$ cat src/rtl/fib_pkg.sv
// Shared types and constants for the Fibonacci stream source.
//   fib_state_t : generator state, RUN (normal advance) or SAT (clamped at all-ones)
//   FIB_WRAP    : overflow wraps modulo 2^WIDTH
//   FIB_SAT     : overflow clamps to all-ones and parks the generator in SAT
package fib_pkg;

  typedef enum logic {
    RUN = 1'b0,
    SAT = 1'b1
  } fib_state_t;

  localparam logic FIB_WRAP = 1'b0;
  localparam logic FIB_SAT  = 1'b1;

endpackage

$ cat src/rtl/fib_step.sv
// Combinational next-pair logic for the Fibonacci source.
// Ports:
//   a, b       : current sequence pair (A is the emitted term)
//   mode       : FIB_WRAP or FIB_SAT overflow handling
//   state      : current generator state
//   a_nxt      : next A (always the old B)
//   b_nxt      : next B (sum, wrapped or clamped)
//   carry      : carry out of the WIDTH-bit addition
//   state_nxt  : next generator state
module fib_step
  import fib_pkg::*;
#(
  parameter int WIDTH = 8
) (
  input  logic [WIDTH-1:0] a,
  input  logic [WIDTH-1:0] b,
  input  logic             mode,
  input  fib_state_t       state,
  output logic [WIDTH-1:0] a_nxt,
  output logic [WIDTH-1:0] b_nxt,
  output logic             carry,
  output fib_state_t       state_nxt
);

  logic [WIDTH:0] sum;

  // Clamp the WIDTH+1 bit sum to WIDTH bits: all-ones when clamping is
  // requested, the plain low bits otherwise.
  function automatic logic [WIDTH-1:0] sat_sum(input logic [WIDTH:0] s, input logic clamp);
    if (clamp) begin
      sat_sum = '1;
    end else begin
      sat_sum = s[WIDTH-1:0];
    end
  endfunction

  always_comb begin
    sum       = {1'b0, a} + {1'b0, b};
    carry     = sum[WIDTH];
    a_nxt     = b;
    state_nxt = state;
    b_nxt     = sat_sum(sum, 1'b0);
    if (state == SAT) begin
      // Parked: B stays pinned so A converges to all-ones.
      b_nxt = sat_sum(sum, 1'b1);
    end else if (carry && (mode == FIB_SAT)) begin
      b_nxt     = sat_sum(sum, 1'b1);
      state_nxt = SAT;
    end
  end

endmodule

$ cat src/rtl/fib_stream.sv
// Parametrised Fibonacci pattern source with a valid/ready output stream.
// Ports:
//   clk        : clock, all state updates on the rising edge
//   rst        : synchronous active-low reset
//   en         : request to keep producing beats
//   load       : synchronous seed load (load_a -> A, load_b -> B)
//   load_a     : new A value
//   load_b     : new B value
//   out_ready  : consumer ready
//   out_valid  : beat present
//   out_data   : current term (register A)
//   overflow   : sticky, set when an advance carried out of WIDTH bits
//   saturated  : generator parked in SAT
//   count      : beats transferred since reset or load (wraps)
module fib_stream
  import fib_pkg::*;
#(
  parameter int WIDTH    = 8,
  parameter int COUNT_W  = 16,
  parameter int SEED0    = 0,
  parameter int SEED1    = 1,
  parameter int SATURATE = 0
) (
  input  logic               clk,
  input  logic               rst,
  input  logic               en,
  input  logic               load,
  input  logic [WIDTH-1:0]   load_a,
  input  logic [WIDTH-1:0]   load_b,
  input  logic               out_ready,
  output logic               out_valid,
  output logic [WIDTH-1:0]   out_data,
  output logic               overflow,
  output logic               saturated,
  output logic [COUNT_W-1:0] count
);

  localparam logic MODE = (SATURATE != 0) ? FIB_SAT : FIB_WRAP;

  logic [WIDTH-1:0] reg_a;
  logic [WIDTH-1:0] reg_b;
  fib_state_t       state;

  logic [WIDTH-1:0] a_nxt;
  logic [WIDTH-1:0] b_nxt;
  logic             carry;
  fib_state_t       state_nxt;
  logic             fire;
  logic             valid_nxt;

  fib_step #(
    .WIDTH(WIDTH)
  ) u_step (
    .a        (reg_a),
    .b        (reg_b),
    .mode     (MODE),
    .state    (state),
    .a_nxt    (a_nxt),
    .b_nxt    (b_nxt),
    .carry    (carry),
    .state_nxt(state_nxt)
  );

  assign fire     = out_valid & out_ready;
  assign out_data = reg_a;

  // After a transfer, valid follows en; otherwise en can raise valid but a
  // pending beat is never withdrawn.
  assign valid_nxt = fire ? en : (out_valid | en);

  always_ff @(posedge clk) begin
    if (!rst) begin
      reg_a     <= WIDTH'(SEED0);
      reg_b     <= WIDTH'(SEED1);
      out_valid <= 1'b0;
      overflow  <= 1'b0;
      saturated <= 1'b0;
      count     <= '0;
      state     <= RUN;
    end else if (load) begin
      // A beat transferred on this edge is dropped from the count.
      reg_a     <= load_a;
      reg_b     <= load_b;
      out_valid <= 1'b0;
      overflow  <= 1'b0;
      saturated <= 1'b0;
      count     <= '0;
      state     <= RUN;
    end else begin
      out_valid <= valid_nxt;
      if (fire) begin
        reg_a     <= a_nxt;
        reg_b     <= b_nxt;
        state     <= state_nxt;
        saturated <= (state_nxt == SAT);
        count     <= count + COUNT_W'(1);
        if (carry) begin
          overflow <= 1'b1;
        end
      end
    end
  end

endmodule
$ cat config.mk
export PLATFORM = sky130hd
export DESIGN_NAME = fib_stream
export DESIGN_NICKNAME = d
export VERILOG_FILES = /design/src/rtl/fib_pkg.sv /design/src/rtl/fib_step.sv /design/src/rtl/fib_stream.sv
export SDC_FILE = /design/constraint.sdc
export NUM_CORES = 1
export LEC_CHECK = 0
export ABC_CLOCK_PERIOD_IN_PS = 2200
export BUFFER_PORTS_ARGS = -buffer_cell sky130_fd_sc_hd__buf_4
export CORE_ASPECT_RATIO = 0.5
export CORE_MARGIN = 8
export CORE_UTILIZATION = 53
export CTS_CLUSTER_DIAMETER = 30
export DETAILED_ROUTE_END_ITERATION = 6
export PLACE_DENSITY_LB_ADDON = 0.3
export SLEW_MARGIN = 20
export SYNTH_ARGS = -nofsm -noshare
export SYNTH_HDL_FRONTEND = slang
export SYNTH_SLANG_ARGS = --single-unit
$ cat constraint.sdc
create_clock -name clk -period 2.2 [get_ports clk]
set_input_delay 0.11 -clock clk [delete_from_list [all_inputs] [get_ports clk]]
set_output_delay 0.11 -clock clk [all_outputs]
set_load 0.03 [all_outputs]
==> run_results.csv <==
group,metric,value,unit
yosys,synth.area.mux_share,5.821,%
power_and_ir_drop,peakVddDrop,275.4,uV
hold_path,hold_depth,3,
layout,finalNetCount,307,
die,rows,15,
power_and_ir_drop,leakagePower,0.9753,nW
clocking,cts_root_buffer,"clkbuf_8",
yosys,netlist_instances,232,
timing,hold_slack,0.03175,ns
worst_setup_path,cp_max_fo,3,
worst_setup_path,worst-r2r-cell-count,7,
run_status,status,"complete, no violations",
yosys,syn_avg_cell_area,8.246,um^2
worst_setup_path,critPathCaptureType,"flip-flop",
clocking,cts_tree,"done",
place,port-buffer-count,46,
yosys,synth_top_area_share,35.58,%
die,die_h,58.49,um
place,dp_hpwl,3308,um
grt,grt_max_degree,34,
layout,multi_input_area,1151,um^2
routing,drc_errors,0,
yosys,async_reset_ff_share,0,%
timing,rsz0062_at_grt,"false",
layout,stdcell_area,2394,um^2
yosys,synth_xor_area_share,4.578,%
die,core_area,3453,um^2
grt,antenna_found_initial,0,
grt,gr-total-overflow,0,
power_and_ir_drop,p_per_area,560.5,nW/um^2
yosys,synth_seq_cells,34,
yosys,synth_top_family_by_area,"simple AND/OR/NAND/NOR gates",
timing,worst_slack,0.3123,ns
layout,fin_cells,328,
clocking,clock-sinks,34,
grt,grt_pass1_wl,7741,um
routing,vias,1797,
routing,routedWlPerCell,13.73,um
timing,fin_skew,0.002349,ns
yosys,yosys.area_share.adder,6.933,%
clocking,clkTransAtPathRegs,0.07,ns
yosys,synth_cell_types,50,
worst_setup_path,crit_type,"reg2reg",
clocking,clkLatencyLatePin,0.29,ns
layout,register_area,680.7,um^2
routing,routed_wl,4502,um
clocking,cts_inserted_buffers,5,
die,fp.dieW,101.0,um
routing,detail-route-antenna-nets,0,
routing,viasPerCell,5.479,
timing,period_share,85.80,%
timing,setup-violations-final,0,
layout,drive_gt1_share,23.83,%
timing,tns,0,ns
yosys,ys_warn_count,0,
timing,relSlewSlack,58.80,%
yosys,yosysSeqAreaShare,35.58,%
yosys,yosys.area_share.simple,23.41,%
die,start_util,55.40,%
yosys,synth-compound-area-share,19.23,%
die,die_area,5905,um^2
clocking,hold_buffers,0,
place,place_area,2302,um^2
grt,grt_pass1_vias,1755,
routing,drt_iter0_markers,44,
yosys,synth_area_leaders,"dfxtp_1 36%, ha_1 5.9%, o21ai_0 5.5%",
yosys,yosysTopAreaCell,"dfxtp_1",
power_and_ir_drop,total_power,1.342,mW
timing,hold_violations,0,
yosys,synth-edff-count,0,
hold_path,hold_class,"in2reg",
yosys,synth_area,1913,um^2
worst_setup_path,r2r_setup_slack,0.31,ns
routing,dr.pass1.iters,4,
clocking,cts-resized-gates,0,
yosys,syn_nets,263,
timing,fmax,529.8,MHz
clocking,post_cts_buffers,0,
place,gp_congestion,0.8135,
grt,grt.total_usage,16.09,%
layout,utilization,69.31,%
layout,n_fill_cell,321,
layout,antennaDiodeCount,0,
timing,period_minus_slack,1.888,ns
clocking,htree_levels,2,
clocking,clk_path_buf_depth,2,
worst_setup_path,critPathRequiredTime,2.40,ns
worst_setup_path,setup.worst_path.start_class,"flip-flop",
timing,report.final.slew_viol_count,0,
timing,tightest_slew,0.6124,ns
yosys,synth_ff_type,"dfxtp_1",
place,dp_slack,0.3424,ns
run,drv_cap,0,
worst_setup_path,worstPathArrival,2.08,ns
die,pin_count,48,
layout,syn2layout_area_growth,25.11,%
place,dp.cells,320,
-- layer usage --
layer  share of wire [%]  GRT usage (%)
met1                  44          17.35
met2                  49          29.19
met3                 5.2          5.523
met4                0.91          5.241
met5                   0              0
-- cell usage in the layout (no fill, tap or decap), types with 2 or more instances in the layout --
cell type	Yosys	layout
a21boi_0	2	2
nand2_1	26	26
nand3_1	2	2
xor2_1	4	4
nor2_1	15	15
nand2b_1	3	3
a211oi_1	3	3
buf_4	1	47
nor4_1	2	2
a21oi_1	16	16
o31ai_1	2	2
ha_1	9	9
nor3_1	5	5
clkbuf_8	0	6
inv_1	9	9
dfxtp_1	34	34
or3_2	4	4
a31o_2	2	2
mux2i_1	10	10
nand4_1	4	4
o21ai_0	21	21
a211o_1	2	2
nor2b_1	4	4
or4_1	3	3
xnor2_1	6	6
o211ai_1	2	2
and2_1	10	10
-- where the power goes --
| part | switching, mW | internal, mW | total, mW |
|---|---|---|---|
| Combinational | 0.111 | 0.0958 | 0.206 |
| Sequential | 0.0157 | 0.634 | 0.650 |
| Clock | 0.233 | 0.253 | 0.485 |
| Total | 0.359 | 0.983 | 1.34 |
-- Yosys cell counts, types with 3 or more instances --
master	n
nand2b_1	3
nor2b_1	4
or3_2	4
o21ai_0	21
a21oi_1	16
nor3_1	5
xnor2_1	6
ha_1	9
nor2_1	15
mux2i_1	10
a211oi_1	3
dfxtp_1	34
inv_1	9
nand4_1	4
and2_1	10
nand2_1	26
xor2_1	4
or4_1	3
clkbuf_1	6
-- sequential cells by signal (all words and copies together) (netlist names) --
| signal | flops |
|---|---|
| count | 16 |
| out_data | 8 |
| reg_b | 8 |
| out_valid | 1 |
| overflow | 1 |
-- worst max-delay path: stages (launching register included) --
cell      delay [ns]
dfxtp_1         0.37
ha_1            0.20
inv_1           0.06
fa_1            0.40
nor2b_1         0.16
o21ai_0         0.11
a211o_1         0.26
a221oi_1        0.23
-- area by class of cell --
cell class / count / area share (%)
multi-input cells: 178 / 48.09
inverters: 9 / 1.411
flip-flops and latches: 34 / 28.44
repair buffers: 48 / 15.58
clock buffers: 7 / 3.607
well taps: 51 / 2.666
clock inverters: 1 / 0.2091
-- cells by family (layout without fill, tap and decap cells) --
logic type	after synthesis	after routing
AND/OR/NAND/NOR	86	86
AO/OA/AOI/OAI	60	60
flip-flops	34	34
buffers and inverters	20	65
multiplexers	11	11
adder cells (fa/ha/maj)	10	10
XOR/XNOR	10	10
other	1	1
-- worst paths after layout --
path	endpoint	from
setup / recovery	reg_b[4]$_SDFFE_PN0P_	out_data[0]$_SDFFE_PN0P_
hold / removal	out_valid$_SDFF_PP0_	en
setup reg to reg	reg_b[4]$_SDFFE_PN0P_	out_data[0]$_SDFFE_PN0P_
hold reg to reg	count[15]$_SDFFE_PP0P_	count[15]$_SDFFE_PP0P_
No activity file was read; power rests on OpenSTA's default activity.
